<file path="src/rtl/uart_pkg.sv">
// Shared UART receiver definitions: parity modes, receiver FSM states,
// oversampling ratio and the parity helper.
package uart_pkg;

  typedef enum logic [1:0] {
    PARITY_NONE,
    PARITY_ODD,
    PARITY_EVEN
  } parity_t;

  typedef enum logic [2:0] {
    IDLE,
    START,
    DATA,
    PAR,
    STOP
  } rx_state_t;

  localparam int OVERSAMPLE = 16;

  // Parity bit the transmitter should have sent for a character.
  // Bits above the character length must already be zero.
  function automatic logic expected_parity(input logic [7:0] data, input parity_t mode);
    return (mode == PARITY_ODD) ? ~^data : ^data;
  endfunction

endpackage

</file>
<file path="src/rtl/uart_fifo.sv">
// Receive FIFO with first-word-fall-through head. A write into a full FIFO
// is accepted only when a pop happens in the same cycle; pops of an empty
// FIFO are ignored.
module uart_fifo #(
  parameter int WIDTH = 8,
  parameter int DEPTH = 16
) (
  input  logic                       clk,
  input  logic                       rst,
  input  logic                       wr_en,
  input  logic [WIDTH-1:0]           wr_data,
  input  logic                       rd_en,
  output logic [WIDTH-1:0]           rd_data,
  output logic                       rd_valid,
  output logic                       full,
  output logic [$clog2(DEPTH):0]     count
);

  localparam int AW = $clog2(DEPTH);
  localparam int CW = AW + 1;

  logic [WIDTH-1:0] mem [DEPTH];
  logic [AW-1:0]    wr_ptr_reg;
  logic [AW-1:0]    rd_ptr_reg;
  logic [CW-1:0]    count_reg;
  logic [CW-1:0]    count_next;
  logic             wr_ok;
  logic             rd_ok;

  assign rd_valid = (count_reg != '0);
  assign full     = (count_reg == CW'(DEPTH));
  assign count    = count_reg;
  assign rd_ok    = rd_en & rd_valid;
  assign wr_ok    = wr_en & (~full | rd_en);
  assign rd_data  = rd_valid ? mem[rd_ptr_reg] : '0;

  // Storage array: written only when the write is accepted.
  always_ff @(posedge clk) begin
    if (wr_ok) begin
      mem[wr_ptr_reg] <= wr_data;
    end
  end

  // Occupancy update: a simultaneous push and pop leaves it unchanged.
  always_comb begin
    count_next = count_reg;
    case ({wr_ok, rd_ok})
      2'b10:   count_next = count_reg + 1'b1;
      2'b01:   count_next = count_reg - 1'b1;
      default: count_next = count_reg;
    endcase
  end

  // Pointers wrap naturally at the power-of-two depth.
  always_ff @(posedge clk or posedge rst) begin
    if (rst) begin
      wr_ptr_reg <= '0;
      rd_ptr_reg <= '0;
      count_reg  <= '0;
    end else begin
      if (wr_ok) wr_ptr_reg <= wr_ptr_reg + 1'b1;
      if (rd_ok) rd_ptr_reg <= rd_ptr_reg + 1'b1;
      count_reg <= count_next;
    end
  end

endmodule

</file>
<file path="src/rtl/uart_rx_fifo.sv">
// 16x-oversampled UART receiver feeding a receive FIFO, with sticky
// framing / parity / overrun flags and a level interrupt.
module uart_rx_fifo import uart_pkg::*; #(
  parameter int      DATA_BITS  = 8,
  parameter parity_t PARITY     = PARITY_NONE,
  parameter int      STOP_BITS  = 1,
  parameter int      FIFO_DEPTH = 16,
  parameter int      DIV_WIDTH  = 16
) (
  input  logic                          clk,
  input  logic                          rst,
  input  logic [DIV_WIDTH-1:0]          baud_div,
  input  logic                          rx_enable,
  input  logic                          rxd,
  input  logic                          rd_en,
  output logic [7:0]                    rd_data,
  output logic                          rd_valid,
  output logic [$clog2(FIFO_DEPTH):0]   fifo_count,
  input  logic                          err_clr,
  output logic                          frame_err,
  output logic                          parity_err,
  output logic                          overrun,
  output logic                          irq
);

  localparam logic [3:0] LAST_TICK = 4'(OVERSAMPLE - 1);
  localparam logic [3:0] HALF_TICK = 4'(OVERSAMPLE / 2 - 1);
  localparam logic [3:0] LAST_DATA = 4'(DATA_BITS - 1);
  localparam logic [3:0] LAST_STOP = 4'(STOP_BITS - 1);

  logic                 sync1_reg, sync2_reg, prev_reg;
  logic                 start_edge;
  logic [DIV_WIDTH-1:0] div_val_reg, div_cnt_reg;
  logic                 tick;
  rx_state_t            state_reg, state_next;
  logic [3:0]           tick_cnt_reg, tick_cnt_next;
  logic [3:0]           bit_cnt_reg, bit_cnt_next;
  logic [7:0]           shift_reg, shift_next;
  logic                 wr_reg, wr_next;
  logic                 par_err_set, frame_err_set, overrun_set;
  logic                 fifo_full;
  logic [DATA_BITS-1:0] fifo_rd_data;

  // Two-flop resynchroniser plus the previous value for edge detection;
  // all idle high so reset never looks like a falling edge.
  always_ff @(posedge clk or posedge rst) begin
    if (rst) begin
      sync1_reg <= 1'b1;
      sync2_reg <= 1'b1;
      prev_reg  <= 1'b1;
    end else begin
      sync1_reg <= rxd;
      sync2_reg <= sync1_reg;
      prev_reg  <= sync2_reg;
    end
  end

  assign start_edge = prev_reg & ~sync2_reg & rx_enable & (state_reg == IDLE);

  // Baud divider: latches the divisor at start detection and emits one
  // oversample tick every div+1 clocks while a frame is in progress.
  always_ff @(posedge clk or posedge rst) begin
    if (rst) begin
      div_val_reg <= '0;
      div_cnt_reg <= '0;
    end else if (start_edge) begin
      div_val_reg <= baud_div;
      div_cnt_reg <= '0;
    end else if (state_reg == IDLE || div_cnt_reg == div_val_reg) begin
      div_cnt_reg <= '0;
    end else begin
      div_cnt_reg <= div_cnt_reg + 1'b1;
    end
  end

  assign tick = (state_reg != IDLE) && (div_cnt_reg == div_val_reg);

  // Receiver FSM state and datapath registers.
  always_ff @(posedge clk or posedge rst) begin
    if (rst) begin
      state_reg    <= IDLE;
      tick_cnt_reg <= '0;
      bit_cnt_reg  <= '0;
      shift_reg    <= '0;
      wr_reg       <= 1'b0;
    end else begin
      state_reg    <= state_next;
      tick_cnt_reg <= tick_cnt_next;
      bit_cnt_reg  <= bit_cnt_next;
      shift_reg    <= shift_next;
      wr_reg       <= wr_next;
    end
  end

  // Next-state logic: start-bit qualification at mid-bit, then one sample
  // every 16 ticks for data, parity and stop bits.
  always_comb begin
    state_next    = state_reg;
    tick_cnt_next = tick_cnt_reg;
    bit_cnt_next  = bit_cnt_reg;
    shift_next    = shift_reg;
    wr_next       = 1'b0;
    par_err_set   = 1'b0;
    frame_err_set = 1'b0;
    if (state_reg != IDLE && !rx_enable) begin
      state_next = IDLE;
    end else begin
      case (state_reg)
        IDLE: begin
          if (start_edge) begin
            state_next    = START;
            tick_cnt_next = '0;
            bit_cnt_next  = '0;
            shift_next    = '0;
          end
        end
        START: begin
          if (tick) begin
            if (tick_cnt_reg == HALF_TICK) begin
              tick_cnt_next = '0;
              state_next    = sync2_reg ? IDLE : DATA;
            end else begin
              tick_cnt_next = tick_cnt_reg + 1'b1;
            end
          end
        end
        DATA: begin
          if (tick) begin
            if (tick_cnt_reg == LAST_TICK) begin
              tick_cnt_next = '0;
              shift_next[bit_cnt_reg[2:0]] = sync2_reg;
              if (bit_cnt_reg == LAST_DATA) begin
                bit_cnt_next = '0;
                state_next   = (PARITY == PARITY_NONE) ? STOP : PAR;
              end else begin
                bit_cnt_next = bit_cnt_reg + 1'b1;
              end
            end else begin
              tick_cnt_next = tick_cnt_reg + 1'b1;
            end
          end
        end
        PAR: begin
          if (tick) begin
            if (tick_cnt_reg == LAST_TICK) begin
              tick_cnt_next = '0;
              par_err_set   = (sync2_reg != expected_parity(shift_reg, PARITY));
              state_next    = STOP;
            end else begin
              tick_cnt_next = tick_cnt_reg + 1'b1;
            end
          end
        end
        STOP: begin
          if (tick) begin
            if (tick_cnt_reg == LAST_TICK) begin
              tick_cnt_next = '0;
              if (!sync2_reg) begin
                frame_err_set = 1'b1;
                state_next    = IDLE;
              end else if (bit_cnt_reg == LAST_STOP) begin
                wr_next    = 1'b1;
                state_next = IDLE;
              end else begin
                bit_cnt_next = bit_cnt_reg + 1'b1;
              end
            end else begin
              tick_cnt_next = tick_cnt_reg + 1'b1;
            end
          end
        end
        default: state_next = IDLE;
      endcase
    end
  end

  assign overrun_set = wr_reg & fifo_full & ~rd_en;

  // Sticky error flags; a clear wins over a same-cycle set.
  always_ff @(posedge clk or posedge rst) begin
    if (rst) begin
      frame_err  <= 1'b0;
      parity_err <= 1'b0;
      overrun    <= 1'b0;
    end else if (err_clr) begin
      frame_err  <= 1'b0;
      parity_err <= 1'b0;
      overrun    <= 1'b0;
    end else begin
      if (frame_err_set) frame_err  <= 1'b1;
      if (par_err_set)   parity_err <= 1'b1;
      if (overrun_set)   overrun    <= 1'b1;
    end
  end

  uart_fifo #(
    .WIDTH (DATA_BITS),
    .DEPTH (FIFO_DEPTH)
  ) u_fifo (
    .clk      (clk),
    .rst      (rst),
    .wr_en    (wr_reg),
    .wr_data  (shift_reg[DATA_BITS-1:0]),
    .rd_en    (rd_en),
    .rd_data  (fifo_rd_data),
    .rd_valid (rd_valid),
    .full     (fifo_full),
    .count    (fifo_count)
  );

  // Zero-extend the character to the 8-bit read port.
  for (genvar gi = 0; gi < 8; gi++) begin : g_rd_data
    if (gi < DATA_BITS) begin : g_bit
      assign rd_data[gi] = fifo_rd_data[gi];
    end else begin : g_pad
      assign rd_data[gi] = 1'b0;
    end
  end

  assign irq = rd_valid | frame_err | parity_err | overrun;

endmodule

</file>
<file path="config.mk">
export PLATFORM = sky130hd
export DESIGN_NAME = uart_rx_fifo
export DESIGN_NICKNAME = d
export VERILOG_FILES = /design/src/rtl/uart_pkg.sv /design/src/rtl/uart_fifo.sv /design/src/rtl/uart_rx_fifo.sv
export SDC_FILE = /design/constraint.sdc
export NUM_CORES = 1
export LEC_CHECK = 0
export CAP_MARGIN = 40
export CORE_MARGIN = 1
export CORE_UTILIZATION = 40
export DETAILED_ROUTE_END_ITERATION = 10
export GPL_TIMING_DRIVEN = 1
export PLACE_DENSITY = 0.68
export SLEW_MARGIN = 20
export SYNTH_ARGS = -nofsm -noshare
export SYNTH_HDL_FRONTEND = slang
export SYNTH_SLANG_ARGS = --single-unit
</file>
<file path="constraint.sdc">
create_clock -name clk -period 3.7 [get_ports clk]
set_input_delay 1.11 -clock clk [delete_from_list [all_inputs] [get_ports clk]]
set_output_delay 1.11 -clock clk [all_outputs]
set_load 0.005 [all_outputs]
</file>
==> metrics.md <==
| Metric | Value |
|---|---|
| Num rows | 53 |
| M1 GR Usage | 0.2200 |
| Post-Syn Instances | 578 |
| Final worst path period share | 0.9703 |
| Final setup violation count | 0 |
| Relative slew slack | 0.5772 |
| GP Congestion | 0.8666 |
| Max Clock Skew | 0.008278 ns |
| Vias in the first global route | 5201 |
| Post-synth ARST share | 0.3568 |
| Data arrival, critical path | 2.48 ns |
| Syn Nets | 612 |
| Post-DP HPWL | 11550 um |
| Yosys reg bits | 199 |
| Routed Antenna Nets | 0 |
| Share of layout cells above drive strength 1 | 0.2258 |
| Number of cells on the worst hold path | 0 |
| Yosys cell types | 60 |
| DR DRC count | 0 |
| Setup ws final | 0.1098 ns |
| Wirelength, routed | 17660 um |
| Power, Total | 0.005982 W |
| GRT busiest layer | met2 |
| First-pass GRT wire length | 28840 um |
| Mapped Avg Cell Area | 15.20 sq um |
| Starting Density | 0.4126 |
| Sequential share of the synthesized area | 0.6403 |
| Clock buffer depth | 2 |
| Crit-path slowest cell | dfrtp_1 |
| Routing usage on met3 | 0.04000 |
| Slew @ Worst Pin | 0.6342 ns |
| Num ports | 40 |
| Core Area | 21290 sq um |
| Number of flops mapped to enable cells by yosys | 128 |
| Clk root buf | clkbuf_16 |
| Syn. warnings | 0 |
| Met2 Usage GRT | 0.2921 |
| Vias | 5075 |
| Nets | 681 |
| CTS H-tree lvls | 4 |
| Clk_lat worst skew | 0.43 ns |
| Largest net degree at the start of global routing | 72 |
| Starting DRT DRC Count | 436 |
| Max VDD drop | 301.8 uV |
| Main synth FF type | edfxtp_1 |
| Crit path cell chain | or3_4 -> nor3_4 -> inv_1 -> or4_1 -> clkdlybuf4s50_1 |
| Slowest stage delay, CP | 0.46 ns |
| Synthesis-to-layout area growth | 17.86% |
| Most frequent cells in the layout | edfxtp_1, dfrtp_1, nor2_1, mux4_2, nand2_1 |
| Worst setup SP type | flop |
| Syn Std Cell Area | 8783 sq um |
| Vias per cell | 5.428 |
| Clk sinks | 199 |
| Die area | 22560 sq um |
| P_leak | 3.869 nW |
| P_int | 0.004283 W |
| Status | finished, final reports clean |
| Pwr Density | 577.8 nW/um^2 |
| Kind of critical path | flop to output pin |
| Clock power frac | 0.312 |
| Worst Reg-to-Reg Cells | 12 |
| Worst min path class | flop to flop |
| Antenna cells | 0 |
| Sw Ratio | 0.2840 |
| Worst-path clk slew | 0.07 ns |
| Commonest non-fill, non-tap cell in the layout | edfxtp_1 |
| Wire per inst | 18.89 um |
| Maxcap violations | 0 |
| CTS tree | yes |
| Register share of total power | 0.469 |
| Die X | 150.2 um |
| Total grt overflow | 0 |
| Crit path max fanout | 8 |
| Initial antenna violation count | 0 |
| Post-Layout Cell Count | 935 |
| Setup Slack @ Placement | 0.07052 ns |
| Sw power | 0.001699 W |
| CTS buffer count | 17 |
| Max FFs per register | 128 |
| Fmax | 0.2785 GHz |
| RSZ-0062 raised after global routing | no |
| Combinational fraction of design power | 0.219 |
| I/O Buffers | 39 |
| Slew Limit Fails | 0 |
| Hold Violations, Final | 0 |
| Tmin final | 3.590 ns |
| Placed cells | 891 |
| Req. time, crit path | 2.59 ns |
| Die H | 150.2 um |
| Pre-antenna DRT Iters | 4 |
| Worst setup EP type | output pin |
| Overall routing resource usage | 0.1712 |
==> routing by layer <==
layer | vias up | routed length (um)
met5 | - | 0
met4 | 0 | 95
met3 | 13 | 889
met2 | 127 | 9032
met1 | 2603 | 7643
li1 | 2332 | -
==> path summary, 6_finish.rpt <==
kind	startpoint	to	slack [ns]
worst max-delay path	u_fifo.count[1]$_DFFE_PP0P_	irq	0.11
worst min register to register	sync1_reg$_DFF_PP1_	sync2_reg$_DFF_PP1_	0.36
min in group asynchronous	rst	u_fifo.count[3]$_DFFE_PP0P_	1.07
max in group asynchronous	rst	prev_reg$_DFF_PP1_	2.29
worst min-delay path	sync1_reg$_DFF_PP1_	sync2_reg$_DFF_PP1_	0.36
worst max register to register	u_fifo.count[1]$_DFFE_PP0P_	u_fifo.count[4]$_DFFE_PP0P_	0.64
==> power by group through the flow <==
stage | registers, W | logic, W | clock network (W)
after floorplan | 0.00270 | 0.000881 | 0
after global placement | 0.00283 | 0.00113 | 0
after detailed placement | 0.00285 | 0.00116 | 0
after CTS | 0.00280 | 0.00139 | 0.00190
after global routing | 0.00284 | 0.00143 | 0.00200
final | 0.00280 | 0.00131 | 0.00187
==> stage by stage <==
step	TNS [ns]	hold WS [ns]	area, sq um	utilization
floorplan	0	0.3452	8783	-
global placement	0	0.3505	9639	0.4528
detailed placement	0	0.3495	9639	0.4528
CTS	-0.1141	0.3601	10420	0.4893
global route	0	0.3655	10350	0.4863
finish	0	0.3583	10350	0.4863
==> cell families after synthesis <==
group                    after synthesis  synth area share
AND/OR/NAND/NOR                      164           0.09929
flip-flops                           199            0.6403
AO/OA/AOI/OAI                         42           0.03291
buffers and inverters                 42           0.02023
multiplexers                          70            0.1397
XOR/XNOR                              49           0.05043
adder cells (fa/ha/maj)               12           0.01709
==> cells in the mapped netlist, types with 2 or more instances <==
cell type,n,area (sq um)
a21oi_1,10,50.05
nand4_1,13,81.33
nor4_1,8,50.05
nand2_1,33,123.9
edfxtp_1,128,3844
mux4_2,40,900.9
clkbuf_1,12,45.04
o21ai_0,7,35.03
nor2_1,42,157.7
ha_1,12,150.1
nand2b_1,7,43.79
nor3b_1,2,15.01
a31oi_1,2,12.51
mux2i_1,9,90.09
nand3_1,11,55.05
dfrtp_1,68,1702
buf_2,10,50.05
and3_1,5,31.28
o311ai_0,2,17.52
a211oi_1,3,22.52
o2bb2ai_1,2,17.52
xor2_1,31,271.5
dfstp_2,3,78.83
mux2_2,21,236.5
and2_1,2,12.51
buf_1,3,11.26
a32oi_1,2,17.52
nor3_1,11,55.05
nand3b_1,2,15.01
xnor2_1,17,148.9
and4_1,3,26.28
or4_1,3,22.52
inv_1,16,60.06
nor2b_1,12,75.07
==> timing repair <==
action                                  in CTS  in global routing
endpoints found under the setup margin       8                  8
cloned                                       2                  0
buffers inserted                            12                  0
endpoints found under the hold margin        0                  0
hold buffers                                 0                  0
resized for setup                           16                 14
==> critical path, delay by kind of cell, from the launching register on <==
| family | cells | cell delay (ns) |
|---|---|---|
| buffers and inverters | 2 | 0.58 |
| flip-flops | 1 | 0.46 |
| AND/OR/NAND/NOR | 3 | 1.01 |
==> area by class of cell <==
class,count,area [sq um]
Clock buffer,18,429.2
Clock inverter,14,165.2
Fill cell,1760,10930
Inverter,16,60.06
Multi-Input combinational cell,337,2992
Sequential cell,199,5625
Tap cell,275,344.1
Timing Repair Buffer,76,737.0
No activity file was read; power rests on OpenSTA's default activity.
